`src/rtl/imem_loader_pkg.sv`:
```
// imem_loader_pkg: state encoding and header geometry shared by the boot image loader.
// Latency: n/a (types and constants only).
// Backpressure: n/a.
package imem_loader_pkg;

  typedef enum logic [2:0] {
    S_IDLE,
    S_LEN0,
    S_LEN1,
    S_DATA,
    S_CSUM,
    S_DONE,
    S_ERROR
  } state_t;

  // Stream header is a little-endian byte count.
  localparam int HDR_BYTES = 2;
  localparam int LEN_W     = 16;

  // A non-zero length is loadable when it fits the memory budget and is whole 32-bit words.
  function automatic logic len_ok(input logic [LEN_W-1:0] len, input int max_bytes);
    return (32'(len) <= 32'(max_bytes)) && (len[1:0] == 2'b00);
  endfunction

endpackage

```
`src/rtl/imem_loader.sv`:
```
// imem_loader: writes a length-prefixed byte stream into instruction memory, holding the core until complete.
// Latency: one cycle from payload accept to mem_we; done/cpu_hold release coincide with the last write.
// Backpressure: in_ready only in header/payload/trailer phases; optional XOR trailer via IMEM_LOADER_CHECKSUM_EN.
module imem_loader
  import imem_loader_pkg::*;
#(
  parameter int ADDR_W    = 12,
  parameter int BASE_ADDR = 0,
  parameter int MAX_BYTES = 4096
) (
  input  logic              clk,
  input  logic              reset,
  input  logic              start,
  input  logic              in_valid,
  input  logic [7:0]        in_data,
  output logic              in_ready,
  output logic              mem_we,
  output logic [ADDR_W-1:0] mem_addr,
  output logic [7:0]        mem_wdata,
  output logic              cpu_hold,
  output logic              done,
  output logic              error,
  output logic [LEN_W-1:0]  bytes_left
);

  localparam logic [ADDR_W-1:0] BASE = ADDR_W'(BASE_ADDR);

  state_t                      state, nxt_state;
  logic [8*(HDR_BYTES-1)-1:0]  len_lo, nxt_len_lo;
  logic [ADDR_W-1:0]           ptr, nxt_ptr;
  logic [LEN_W-1:0]            hdr_len;
  logic                        accept;
  logic                        nxt_rdy, nxt_we, nxt_hold, nxt_done, nxt_error;
  logic [ADDR_W-1:0]           nxt_addr;
  logic [7:0]                  nxt_wdata;
  logic [LEN_W-1:0]            nxt_left;
`ifdef IMEM_LOADER_CHECKSUM_EN
  logic [7:0]                  csum, nxt_csum;
`endif

  assign accept  = in_valid && in_ready;
  assign hdr_len = {in_data, len_lo};

  // Next-state and next-output logic; every output is registered from these values.
  always_comb begin
    nxt_state  = state;
    nxt_len_lo = len_lo;
    nxt_ptr    = ptr;
    nxt_we     = 1'b0;
    nxt_addr   = mem_addr;
    nxt_wdata  = mem_wdata;
    nxt_hold   = cpu_hold;
    nxt_done   = done;
    nxt_error  = error;
    nxt_left   = bytes_left;
`ifdef IMEM_LOADER_CHECKSUM_EN
    nxt_csum   = csum;
`endif
    unique case (state)
      S_IDLE: begin
        nxt_hold = 1'b1;
        if (start) nxt_state = S_LEN0;
      end
      S_LEN0: begin
        if (accept) begin
          nxt_len_lo = in_data;
          nxt_state  = S_LEN1;
        end
      end
      S_LEN1: begin
        if (accept) begin
          if (hdr_len == '0) begin
            nxt_state = S_DONE;
            nxt_done  = 1'b1;
            nxt_hold  = 1'b0;
          end else if (!len_ok(hdr_len, MAX_BYTES)) begin
            nxt_state = S_ERROR;
            nxt_error = 1'b1;
          end else begin
            nxt_state = S_DATA;
            nxt_left  = hdr_len;
            nxt_ptr   = BASE;
`ifdef IMEM_LOADER_CHECKSUM_EN
            nxt_csum  = 8'h00;
`endif
          end
        end
      end
      S_DATA: begin
        if (accept) begin
          nxt_we    = 1'b1;
          nxt_addr  = ptr;
          nxt_wdata = in_data;
          nxt_ptr   = ptr + ADDR_W'(1);
          nxt_left  = bytes_left - LEN_W'(1);
`ifdef IMEM_LOADER_CHECKSUM_EN
          nxt_csum  = csum ^ in_data;
          if (bytes_left == LEN_W'(1)) nxt_state = S_CSUM;
`else
          // Release the core in the same cycle the final byte lands.
          if (bytes_left == LEN_W'(1)) begin
            nxt_state = S_DONE;
            nxt_done  = 1'b1;
            nxt_hold  = 1'b0;
          end
`endif
        end
      end
`ifdef IMEM_LOADER_CHECKSUM_EN
      S_CSUM: begin
        if (accept) begin
          if (in_data == csum) begin
            nxt_state = S_DONE;
            nxt_done  = 1'b1;
            nxt_hold  = 1'b0;
          end else begin
            nxt_state = S_ERROR;
            nxt_error = 1'b1;
          end
        end
      end
`endif
      S_DONE: begin
        if (start) begin
          nxt_state = S_LEN0;
          nxt_done  = 1'b0;
          nxt_hold  = 1'b1;
        end
      end
      S_ERROR: begin
        if (start) begin
          nxt_state = S_LEN0;
          nxt_error = 1'b0;
        end
      end
      default: begin
        nxt_state = S_IDLE;
        nxt_hold  = 1'b1;
      end
    endcase
    nxt_rdy = (nxt_state == S_LEN0) || (nxt_state == S_LEN1) ||
              (nxt_state == S_DATA) || (nxt_state == S_CSUM);
  end

  // State and output registers with synchronous reset.
  always_ff @(posedge clk) begin
    if (reset) begin
      state      <= S_IDLE;
      len_lo     <= '0;
      ptr        <= BASE;
      in_ready   <= 1'b0;
      mem_we     <= 1'b0;
      mem_addr   <= BASE;
      mem_wdata  <= 8'h00;
      cpu_hold   <= 1'b1;
      done       <= 1'b0;
      error      <= 1'b0;
      bytes_left <= '0;
`ifdef IMEM_LOADER_CHECKSUM_EN
      csum       <= 8'h00;
`endif
    end else begin
      state      <= nxt_state;
      len_lo     <= nxt_len_lo;
      ptr        <= nxt_ptr;
      in_ready   <= nxt_rdy;
      mem_we     <= nxt_we;
      mem_addr   <= nxt_addr;
      mem_wdata  <= nxt_wdata;
      cpu_hold   <= nxt_hold;
      done       <= nxt_done;
      error      <= nxt_error;
      bytes_left <= nxt_left;
`ifdef IMEM_LOADER_CHECKSUM_EN
      csum       <= nxt_csum;
`endif
    end
  end

endmodule

```
`config.mk`:
```
export PLATFORM = sky130hd
export DESIGN_NAME = imem_loader
export DESIGN_NICKNAME = d
export VERILOG_FILES = /design/src/rtl/imem_loader_pkg.sv /design/src/rtl/imem_loader.sv
export SDC_FILE = /design/constraint.sdc
export NUM_CORES = 1
export LEC_CHECK = 0
export CORE_ASPECT_RATIO = 0.5
export CORE_MARGIN = 2
export CORE_UTILIZATION = 30
export DETAILED_ROUTE_END_ITERATION = 10
export GPL_TIMING_DRIVEN = 0
export PLACE_DENSITY = 0.47
export SYNTH_ARGS = -nofsm -noshare
export SYNTH_HDL_FRONTEND = slang
export SYNTH_SLANG_ARGS = --single-unit
```
`constraint.sdc`:
```
create_clock -name clk -period 6.75 [get_ports clk]
set_clock_uncertainty 0.2 [all_clocks]
set_input_delay 0.675 -clock clk [delete_from_list [all_inputs] [get_ports clk]]
set_output_delay 0.675 -clock clk [all_outputs]
set_load 0.005 [all_outputs]
```
==> flow_metrics.py <==
metrics = {
    "place": {
        "portBuffers": 52,
        "place_ws_ns": 3.12,
        "gp_congestion": 0.856,
        "hpwl_mm": 7.54,
        "place_area_mm2": 0.00386,
        "post-place-cells": 587,
    },
    "power": {
        "power_leakage_nw": 1.35,
        "power_mw": 0.942,
        "power_frac_clock": 0.519,
        "comb_power_share": 0.073,
        "p_sw_mw": 0.222,
        "switching_share": 0.236,
        "internal-power_mw": 0.720,
        "p_per_area_mw_per_mm2": 226,
        "vdd_drop_max_uv": 124,
        "pwr-share-seq": 0.409,
    },
    "grt": {
        "antenna_found_initial": 0,
        "grt_pass1_vias": 2962,
        "grt_max_degree": 12,
        "grt_usage": 0.192,
        "grt_pass1_wl_mm": 16.6,
        "grt_overflow": 0,
    },
    "route": {
        "routed-via-count": 3210,
        "post_drt_wl_per_cell_um": 17.2,
        "drtIter0Drc": 291,
        "dr.pass1.iters": 5,
        "vias_per_cell": 5.32,
        "remaining_drc_errors": 0,
        "routed_wl_mm": 10.4,
        "ant_nets": 0,
    },
    "synth": {
        "synth-edff-count": 0,
        "ys_ff_latch": 64,
        "synthCells": 395,
        "synthDistinctLibCells": 58,
        "synth_nets": 410,
        "synthFlopType": "dfxtp_1",
        "synth_area_leaders": "dfxtp_1 41%, a21oi_1 7.3%, nand2_1 6.9%",
        "syn_area_mm2": 0.00316,
        "synth_top_area_cell": "dfxtp_1",
        "synth_seq_area_share": 0.405,
        "avgSynthCellArea_um2": 8.00,
        "synthArstFlopShare": 0,
        "yosysMostFrequentCell": "dfxtp_1",
        "ys_warn_count": 0,
        "yosysTopAreaCellShare": 0.405,
        "synth_common_cells": "64 x dfxtp_1, 58 x nand2_1, 46 x a21oi_1",
    },
    "timing": {
        "fin_crit_ns": 3.36,
        "rsz0062_at_grt": "false",
        "drv_slew": 0,
        "whs_ns": 0.251,
        "fin_setup_tns_ns": 0,
        "relSlewSlack": 0.125,
        "hold_viol_final": 0,
        "worst_slack_ns": 3.39,
        "tightest_slew_ns": 1.30,
        "fmax_mhz": 297,
        "setup_viol": 0,
        "min_period_over_period": 0.498,
    },
    "worst_setup_path": {
        "start_kind": "input port",
        "worstSetupEndpointType": "flip-flop",
        "critPathSlowestCell": "nor4_1",
        "r2r-end": "bytes_left[7]$_SDFFE_PP0P_",
        "critical_path.startpoint": "in_data[3]",
        "crit_arrival_ns": 3.35,
        "critPathRequiredTime_ns": 6.73,
        "critPathMaxFanout": 10,
        "crit_type": "input port to flip-flop",
        "crit_chain": "clkdlybuf4s50_1 -> nor4_2 -> a31o_1 -> a21oi_1 -> clkbuf_1 -> clkbuf_1 -> nor4_1 -> a211oi_1",
        "reg2reg_slack_ns": 4.02,
        "rr_startpoint": "len_lo[3]$_SDFFE_PP0P_",
        "rr_worst_depth": 7,
        "crit_top_cell": "clkbuf_1",
        "cpPeakStageDelay_ns": 0.58,
    },
    "worst_hold_path": {
        "hold-path-cell-count": 2,
        "min-delay-start": "mem_addr[6]$_SDFFE_PP0P_",
        "hold_path_class": "flip-flop to flip-flop",
        "holdPathEnd": "mem_addr[6]$_SDFFE_PP0P_",
    },
    "cts": {
        "cts_resized": 0,
        "post_cts_buffers": 0,
        "cts_buffers": 9,
        "cts_tree": "done",
        "hold_buffers": 0,
        "clk_root_buffer_cell": "clkbuf_16",
        "clk_latency_ns": 0.34,
        "clk_pin_slew_ns": 0.05,
        "cts_buffer_depth": 2,
        "cts.sinks": 64,
        "htree_levels": 3,
    },
    "final_layout": {
        "fin_nets": 473,
        "fin_cells": 603,
        "post-route-util": 0.409,
        "areaGrowthSynthToFinish_pct": 32.1,
        "multi_input_area_mm2": 0.00174,
        "fillers": 1054,
        "drive_gt1_frac": 0.0756,
        "diodes": 0,
        "design_area_mm2": 0.00418,
        "layout.area.seq_mm2": 0.00128,
    },
    "floorplan": {
        "num_io_pins": 53,
        "die_x_um": 149,
        "rows": 26,
        "die_h_um": 76.6,
        "coreArea_mm2": 0.0102,
        "initial_core_util": 0.310,
        "dieArea_mm2": 0.0114,
    },
    "status": {
        "status": "finished, final reports clean",
    },
    "flow_run": {
        "max_cap_viol_count": 0,
    },
}
-- cells in the final DEF (no fill, tap or decap), types with 2 or more instances in the layout --
master           netlist  layout
a211oi_1               4       4
a21oi_1               46      46
a22oi_1                2       2
a311oi_1               2       2
a31oi_1                4       4
and2_1                 3       3
and3_1                 3       3
buf_1                  2       2
buf_2                  4       4
clkbuf_1              18      18
clkbuf_16              0       9
clkbuf_8               0       3
clkdlybuf4s50_1        0      52
dfxtp_1               64      64
ha_1                   3       3
inv_1                 11      11
mux2i_1                9       9
nand2_1               58      58
nand2b_1               2       2
nand3_1               15      15
nand4_1                6       6
nor2_1                38      38
nor3_1                 9       9
nor4_1                 3       3
nor4_2                 4       4
o21a_1                 4       4
o21ai_0               10      10
o311ai_0               7       7
o31ai_1               20      20
or2_2                  2       2
or3_1                  3       3
or4_1                 10      10
-- sequential cells by signal, indices dropped and copies added, names as in the netlist --
signal and cells:
cpu_hold 1, bytes_left 16, len_lo 8, mem_addr 12, mem_wdata 8, mem_we 1, state 3, ptr 12
error 1, in_ready 1, done 1
-- metal layers --
layer | part of all wire | global-route usage
met1 | 0.52 | 0.287
met2 | 0.42 | 0.269
met4 | 0.016 | 0.0600
met3 | 0.052 | 0.0449
met5 | 0 | 0
-- critical path, delay by kind of cell --
kind	cells	cell delay, ns
and+or+nand+nor	2	1.09
buffers and inverters	3	1.13
AOI/OAI and AO/OA	3	0.44
-- worst max path at each step --
| stage | slack (ns) | end |
|---|---|---|
| final | 3.39 | bytes_left[7]$_SDFFE_PP0P_ |
| after global placement | 3.07 | bytes_left[7]$_SDFFE_PP0P_ |
| after floorplan | 4.38 | bytes_left[10]$_SDFFE_PP0P_ |
| after global routing | 3.30 | bytes_left[7]$_SDFFE_PP0P_ |
| after CTS | 3.46 | bytes_left[7]$_SDFFE_PP0P_ |
| after detailed placement | 3.12 | bytes_left[7]$_SDFFE_PP0P_ |
-- cells by family after synthesis --
logic type      after synthesis  share of synthesized area
simple gates                168                      0.273
compound gates              113                      0.231
flops                        64                      0.405
buf+inv                      36                     0.0447
mux                          10                     0.0321
fa+ha+maj                     3                     0.0119
xor+xnor                      1                    0.00277
-- power by group through the flow --
| stage | Sequential [mW] | Clock [mW] | Combinational (mW) |
|---|---|---|---|
| 6_report | 0.385 | 0.489 | 0.0684 |
| 5_1_grt | 0.385 | 0.517 | 0.0741 |
| 4_1_cts | 0.385 | 0.499 | 0.0678 |
| 3_5_place_dp | 0.393 | 0 | 0.0676 |
| 3_3_place_gp | 0.393 | 0 | 0.0685 |
| 2_1_floorplan | 0.392 | 0 | 0.0366 |
-- layout make-up --
type / instances / area share
buffer: 25 / 0.0240
clock buffer: 12 / 0.0638
clock inverter: 4 / 0.0123
inverter: 11 / 0.00989
multi-input combinational: 295 / 0.417
sequential: 64 / 0.307
tap: 140 / 0.0420
timing repair buffer: 52 / 0.125
Power figures use the tool's default switching activity.
